### config.mk
export PLATFORM = sky130hd
export DESIGN_NAME = fir_decim_fifo
export DESIGN_NICKNAME = d
export VERILOG_FILES = /design/src/rtl/fir_decim_fifo.sv
export SDC_FILE = /design/constraint.sdc
export NUM_CORES = 1
export LEC_CHECK = 0
export ABC_AREA = 1
export BUFFER_PORTS_ARGS = -buffer_cell sky130_fd_sc_hd__buf_2
export CAP_MARGIN = 10
export CORE_ASPECT_RATIO = 0.7
export CORE_MARGIN = 2
export CORE_UTILIZATION = 40
export CTS_BUF_LIST = sky130_fd_sc_hd__clkbuf_8
export DETAILED_ROUTE_END_ITERATION = 16
export SYNTH_ARGS = -nofsm -noshare
export SYNTH_HDL_FRONTEND = slang
export SYNTH_SLANG_ARGS = --single-unit
### constraint.sdc
create_clock -name clk -period 3.85 [get_ports clk]
set_input_delay 0.385 -clock clk [delete_from_list [all_inputs] [get_ports clk]]
set_output_delay 0.385 -clock clk [all_outputs]
set_load 0.01 [all_outputs]
### src/rtl/fir_decim_fifo.sv
// Integrate-and-dump decimator averaging each block of 2^LOG2_DECIM FIR samples into one word, buffered in a FWFT FIFO.
// Latency: result is visible on dout one cycle after the last sample of its block (when the FIFO was empty).
// Backpressure: none toward the FIR; out_ready only drains the FIFO, and results arriving while full are dropped (ovf).
//
// Ports:
//   clk, rst          clock, synchronous active-high reset
//   in_en, din        FIR sample strobe and unsigned sample
//   out_valid, dout   FIFO non-empty and head word (0 when empty)
//   out_ready         consumer pops the head word this cycle
//   fifo_level        words stored, 0..DEPTH
//   ovf               sticky: a result was discarded because the FIFO was full
//   drop_cnt          saturating count of discarded results
// Build option: define FIR_DECIM_DROP_CNT_EN to build the drop_cnt register; otherwise drop_cnt is tied to 0.
module fir_decim_fifo #(
  parameter int DW         = 11,
  parameter int LOG2_DECIM = 2,
  parameter int DEPTH      = 8
) (
  input  logic                     clk,
  input  logic                     rst,
  input  logic                     in_en,
  input  logic [DW-1:0]            din,
  output logic                     out_valid,
  input  logic                     out_ready,
  output logic [DW-1:0]            dout,
  output logic [$clog2(DEPTH):0]   fifo_level,
  output logic                     ovf,
  output logic [15:0]              drop_cnt
);

  localparam int AW  = $clog2(DEPTH);
  localparam int LW  = AW + 1;
  localparam int ACW = DW + LOG2_DECIM;

  localparam logic [LW-1:0]         FULL_L = LW'(DEPTH);
  localparam logic [LW-1:0]         ONE_L  = LW'(1);
  localparam logic [AW-1:0]         ONE_A  = AW'(1);
  localparam logic [LOG2_DECIM-1:0] ONE_P  = LOG2_DECIM'(1);

  logic [LOG2_DECIM-1:0] phase_q, phase_d;
  logic [ACW-1:0]        acc_q, acc_d;
  logic [AW-1:0]         wr_ptr_q, wr_ptr_d;
  logic [AW-1:0]         rd_ptr_q, rd_ptr_d;
  logic [LW-1:0]         level_q, level_d;
  logic                  ovf_q, ovf_d;
  logic [DW-1:0]         mem_q [DEPTH];

  logic [ACW-1:0] sum;
  logic [DW-1:0]  res_dat;
  logic           last, res_vld, full, push, pop, drop;

  always_comb begin
    // Accumulator is wide enough for a full block of max-scale samples, so no wrap.
    sum      = acc_q + ACW'(din);
    res_dat  = DW'(sum >> LOG2_DECIM);
    last     = (phase_q == '1);
    res_vld  = in_en & last;
    full     = (level_q == FULL_L);
    pop      = out_valid & out_ready;
    // A pop on the same edge frees the slot, so a full FIFO can still take the result.
    push     = res_vld & (~full | pop);
    drop     = res_vld & full & ~pop;

    phase_d  = in_en ? phase_q + ONE_P : phase_q;
    acc_d    = acc_q;
    if (in_en) begin
      acc_d = last ? '0 : sum;
    end

    wr_ptr_d = push ? wr_ptr_q + ONE_A : wr_ptr_q;
    rd_ptr_d = pop  ? rd_ptr_q + ONE_A : rd_ptr_q;
    level_d  = level_q;
    case ({push, pop})
      2'b10:   level_d = level_q + ONE_L;
      2'b01:   level_d = level_q - ONE_L;
      default: level_d = level_q;
    endcase
    ovf_d    = ovf_q | drop;
  end

  always_ff @(posedge clk) begin
    if (rst) begin
      phase_q  <= '0;
      acc_q    <= '0;
      wr_ptr_q <= '0;
      rd_ptr_q <= '0;
      level_q  <= '0;
      ovf_q    <= 1'b0;
    end else begin
      phase_q  <= phase_d;
      acc_q    <= acc_d;
      wr_ptr_q <= wr_ptr_d;
      rd_ptr_q <= rd_ptr_d;
      level_q  <= level_d;
      ovf_q    <= ovf_d;
    end
  end

  // Storage needs no reset: dout is gated by out_valid, which follows the reset level.
  always_ff @(posedge clk) begin
    if (!rst && push) begin
      mem_q[wr_ptr_q] <= res_dat;
    end
  end

  assign out_valid  = (level_q != '0);
  assign dout       = out_valid ? mem_q[rd_ptr_q] : '0;
  assign fifo_level = level_q;
  assign ovf        = ovf_q;

`ifdef FIR_DECIM_DROP_CNT_EN
  logic [15:0] drop_cnt_q, drop_cnt_d;

  always_comb begin
    drop_cnt_d = drop_cnt_q;
    if (drop && (drop_cnt_q != 16'hFFFF)) begin
      drop_cnt_d = drop_cnt_q + 16'd1;
    end
  end

  always_ff @(posedge clk) begin
    if (rst) begin
      drop_cnt_q <= 16'h0000;
    end else begin
      drop_cnt_q <= drop_cnt_d;
    end
  end

  assign drop_cnt = drop_cnt_q;
`else
  assign drop_cnt = 16'h0000;
`endif

endmodule

==> reports/qor.csv <==
stage,metric,value,unit
run_status,status,finished clean,
placement,PortBufs,31,
route,via count,4095,
route,final WL,13.2,mm
worst_setup_path,CP Data Required Time,3460,ps
clock_network,Sink Count,117,
floorplanning,Rows,35,
global_route,remaining global-route overflow,0,
synthesis,cells after synthesis,572,
finish,area delta synth->final,11.6,%
worst_setup_path,CP endpoint kind,primary output,
worst_setup_path,reg2reg start,phase_q[0],
route,wire length per cell,16.4,µm
worst_setup_path,CP peak stage delay,920,ps
worst_setup_path,Register-to-Register Path Depth,7,
pwr,pwr dens,640,nW/µm²
floorplanning,IO Pins,48,
global_route,largest net degree at the start of global routing,45,
clock_network,clock tree from TritonCTS,done,
placement,cell count after placement,768,
clock_network,hold buffer count at cts,0,
route,DRC viols,0,
clock_network,clk slew on worst S/H paths,70,ps
worst_setup_path,worst path arrival time,2440,ps
worst_setup_path,Startpoint Class,flop,
worst_setup_path,flop2flop setup slack,1290,ps
clock_network,# resized after CTS,0,
global_route,initial antenna violation count,0,
timing,setup TNS,0,ps
global_route,gr usage total,0.190,
worst_setup_path,Worst Path Buf+Inv,2,
timing,Final setup viols,0,
timing,Final Hold Fails,0,
clock_network,htree depth,4,
pwr,leak pwr,2.47,nW
flow_run,Max Cap Viol,0,
route,Initial DRC Count,362,
timing,final period utilization,0.734,
floorplanning,Initial Util,0.415,
pwr,Worst IR Drop VDD,0.431,mV
placement,post-detail-place hpwl,8.75,mm
placement,GP Congestion,0.826,
worst_setup_path,CP endpoint,dout[2],
synthesis,"Cell Area, Synth",5540,µm²
worst_setup_path,"Cell Chain, Critical Path",buf_4 > o21ai_0 > o32ai_1 > nor2_1 > nor2_1 > buf_2,
worst_setup_path,critical path type,flop to primary output,
floorplanning,total core area,13400,µm²
synthesis,"Distinct cells, synth",31,
finish,nets@finish,633,
worst_hold_path,Hold Crit Class,primary input to flop,
timing,Rel. slew slack,0.237,
floorplanning,Die X,145,µm
timing,minimum clock period,2820,ps
global_route,vias in the first global route,3873,
clock_network,post-CTS setup buffer count,0,
worst_setup_path,FF-to-FF End,mem_q[7][10],
finish,share of cells above drive strength 1,0.143,
route,antenna-violating nets left,0,
timing,worst slew pin tran,1140,ps
global_route,first-pass GRT wire length,20.6,mm
timing,RSZ-0062 raised after global routing,no,
synthesis,yosys warns,0,
synthesis,sequential area share after synthesis,0.582,
worst_setup_path,"CP delay by family, top",flip-flops,
route,drt first pass iters,4,
worst_setup_path,critical path depth,6,
route,vias per cell,5.12,
synthesis,Yosys reg bits,117,
synthesis,post-synthesis average cell area,9.68,µm²
finish,Inserted Diodes,0,
clock_network,Worst-Skew Late Latency,430,ps
worst_setup_path,Worst path slowest cell,dfxtp_1,
clock_network,Root Buffer,clkbuf_8,
floorplanning,Die Y,102,µm
finish,"Cell Count, Final, Fillers Out",800,
clock_network,clock buffer depth,2,
timing,final slew viol count,0,
worst_setup_path,CP dominant cell by count,nor2_1,
worst_setup_path,Critical Path Fanout Max,25,
clock_network,CTS buffer count,17,
timing,Layout Skew,8.98,ps
floorplanning,DIE AREA,14800,µm²
timing,FMAX,354,MHz
finish,"Core Util, Final",0.463,
-- cell families (layout without fill, tap and decap cells) --
logic type                 Yosys count  in the layout  synth area share
and+or+nand+nor                    252            252             0.190
DFF                                117            117             0.582
AOI/OAI and AO/OA                   90             90            0.0983
buffers and inverters               88            116            0.0737
adders and majority gates           16             16            0.0375
xor gates and xnor gates             8              8            0.0181
other                                1             16          0.000677
-- registers in the layout, indices dropped and copies added, names as in the netlist, named ones only --
name	flops
phase_q	2
acc_q	13
fifo_level	4
wr_ptr_q	3
ovf	1
mem_q	88
rd_ptr_q	3
-- power breakdown --
part | switching, mW | internal [mW] | total (mW)
combinational | 0.895 | 0.413 | 1.31
clock | 0.475 | 0.599 | 1.07
sequential | 0.0853 | 1.48 | 1.57
-- tightest hold or removal path: cells and delay by family --
kind                   cells  cell delay [ps]
AO/OA/AOI/OAI              1               50
buffers and inverters      1              130
AND/OR/NAND/NOR            1               70
-- layout make-up --
| cell class | instances | area (µm²) |
|---|---|---|
| multi-input combinational | 382 | 1980 |
| clock inverter | 9 | 63.8 |
| clock buffer | 23 | 317 |
| inverter | 51 | 191 |
| fill | 1245 | 7180 |
| sequential | 117 | 3220 |
| timing repair buffer | 33 | 170 |
| tap | 185 | 231 |
-- layout by cell type, fill, tap and decap left out, drive strengths merged, types with 2 or more instances in the layout --
master  instances
ha             15
nand3          22
buf            33
clkinv          3
conb           16
o21ai          41
dfxtp          29
xor2            6
xnor2           2
nor2          113
inv            56
nand2          98
nand4           7
a21oi          25
and2            4
o32ai          22
edfxtp         88
nor3            6
clkbuf         23
-- per-layer routing --
| metal | track usage | up-vias | share of wire |
|---|---|---|---|
| li1 | - | 1979 | - |
| met1 | 0.277 | 1984 | 0.51 |
| met2 | 0.279 | 119 | 0.43 |
| met3 | 0.0455 | 13 | 0.048 |
| met4 | 0.0612 | 0 | 0.011 |
| met5 | 0 | - | 0 |
-- cells in the mapped netlist --
| master | number | share of area |
|---|---|---|
| nand4_1 | 7 | 0.0079 |
| nor3_1 | 6 | 0.0054 |
| ha_1 | 15 | 0.034 |
| edfxtp_1 | 88 | 0.48 |
| o21ai_1 | 6 | 0.0054 |
| nor3b_1 | 1 | 0.0014 |
| o21ai_0 | 35 | 0.032 |
| a21oi_1 | 23 | 0.021 |
| nand3_1 | 19 | 0.017 |
| nor2_1 | 112 | 0.076 |
| o32ai_1 | 22 | 0.035 |
| a21oi_2 | 2 | 0.0032 |
| inv_2 | 7 | 0.0047 |
| nand2_1 | 91 | 0.062 |
| xnor2_1 | 2 | 0.0032 |
| xor2_2 | 4 | 0.012 |
| a31oi_1 | 1 | 0.0011 |
| conb_1 | 1 | 0.00068 |
| inv_1 | 44 | 0.030 |
| and2_1 | 4 | 0.0045 |
| fa_1 | 1 | 0.0036 |
| a21boi_0 | 1 | 0.0014 |
| buf_4 | 18 | 0.024 |
| buf_2 | 8 | 0.0072 |
| nand2_2 | 7 | 0.0079 |
| dfxtp_1 | 29 | 0.10 |
| xor2_1 | 2 | 0.0032 |
| clkbuf_1 | 11 | 0.0075 |
| nand3_2 | 3 | 0.0054 |
| nor2_2 | 1 | 0.0011 |
| or2_1 | 1 | 0.0011 |
-- metrics by stage --
| step | setup slack [ps] | hold slack [ps] | cell area (µm²) | power, mW |
|---|---|---|---|---|
| 2_1_floorplan | 1600 | 433 | 5590 | 2.45 |
| 3_3_place_gp | 1310 | 453 | 5800 | 2.87 |
| 3_5_place_dp | 1250 | 460 | 5800 | 2.89 |
| 4_1_cts | 1050 | 240 | 6180 | 3.95 |
| 5_1_grt | 825 | 241 | 6180 | 4.18 |
| 6_report | 1030 | 254 | 6180 | 3.95 |
-- worst min-delay path by stage --
| stage | cells after the start | end | from | slack, ps |
|---|---|---|---|---|
| 6_report | 3 | acc_q[1] | in_en | 250 |
| 5_1_grt | 3 | acc_q[1] | in_en | 240 |
| 4_1_cts | 3 | acc_q[1] | in_en | 240 |
| 3_5_place_dp | 2 | rd_ptr_q[2] | rd_ptr_q[2] | 460 |
| 3_3_place_gp | 2 | rd_ptr_q[2] | rd_ptr_q[2] | 450 |
| 2_1_floorplan | 2 | flop | rd_ptr_q[2] | 430 |
No activity file was read; power rests on OpenSTA's default activity.
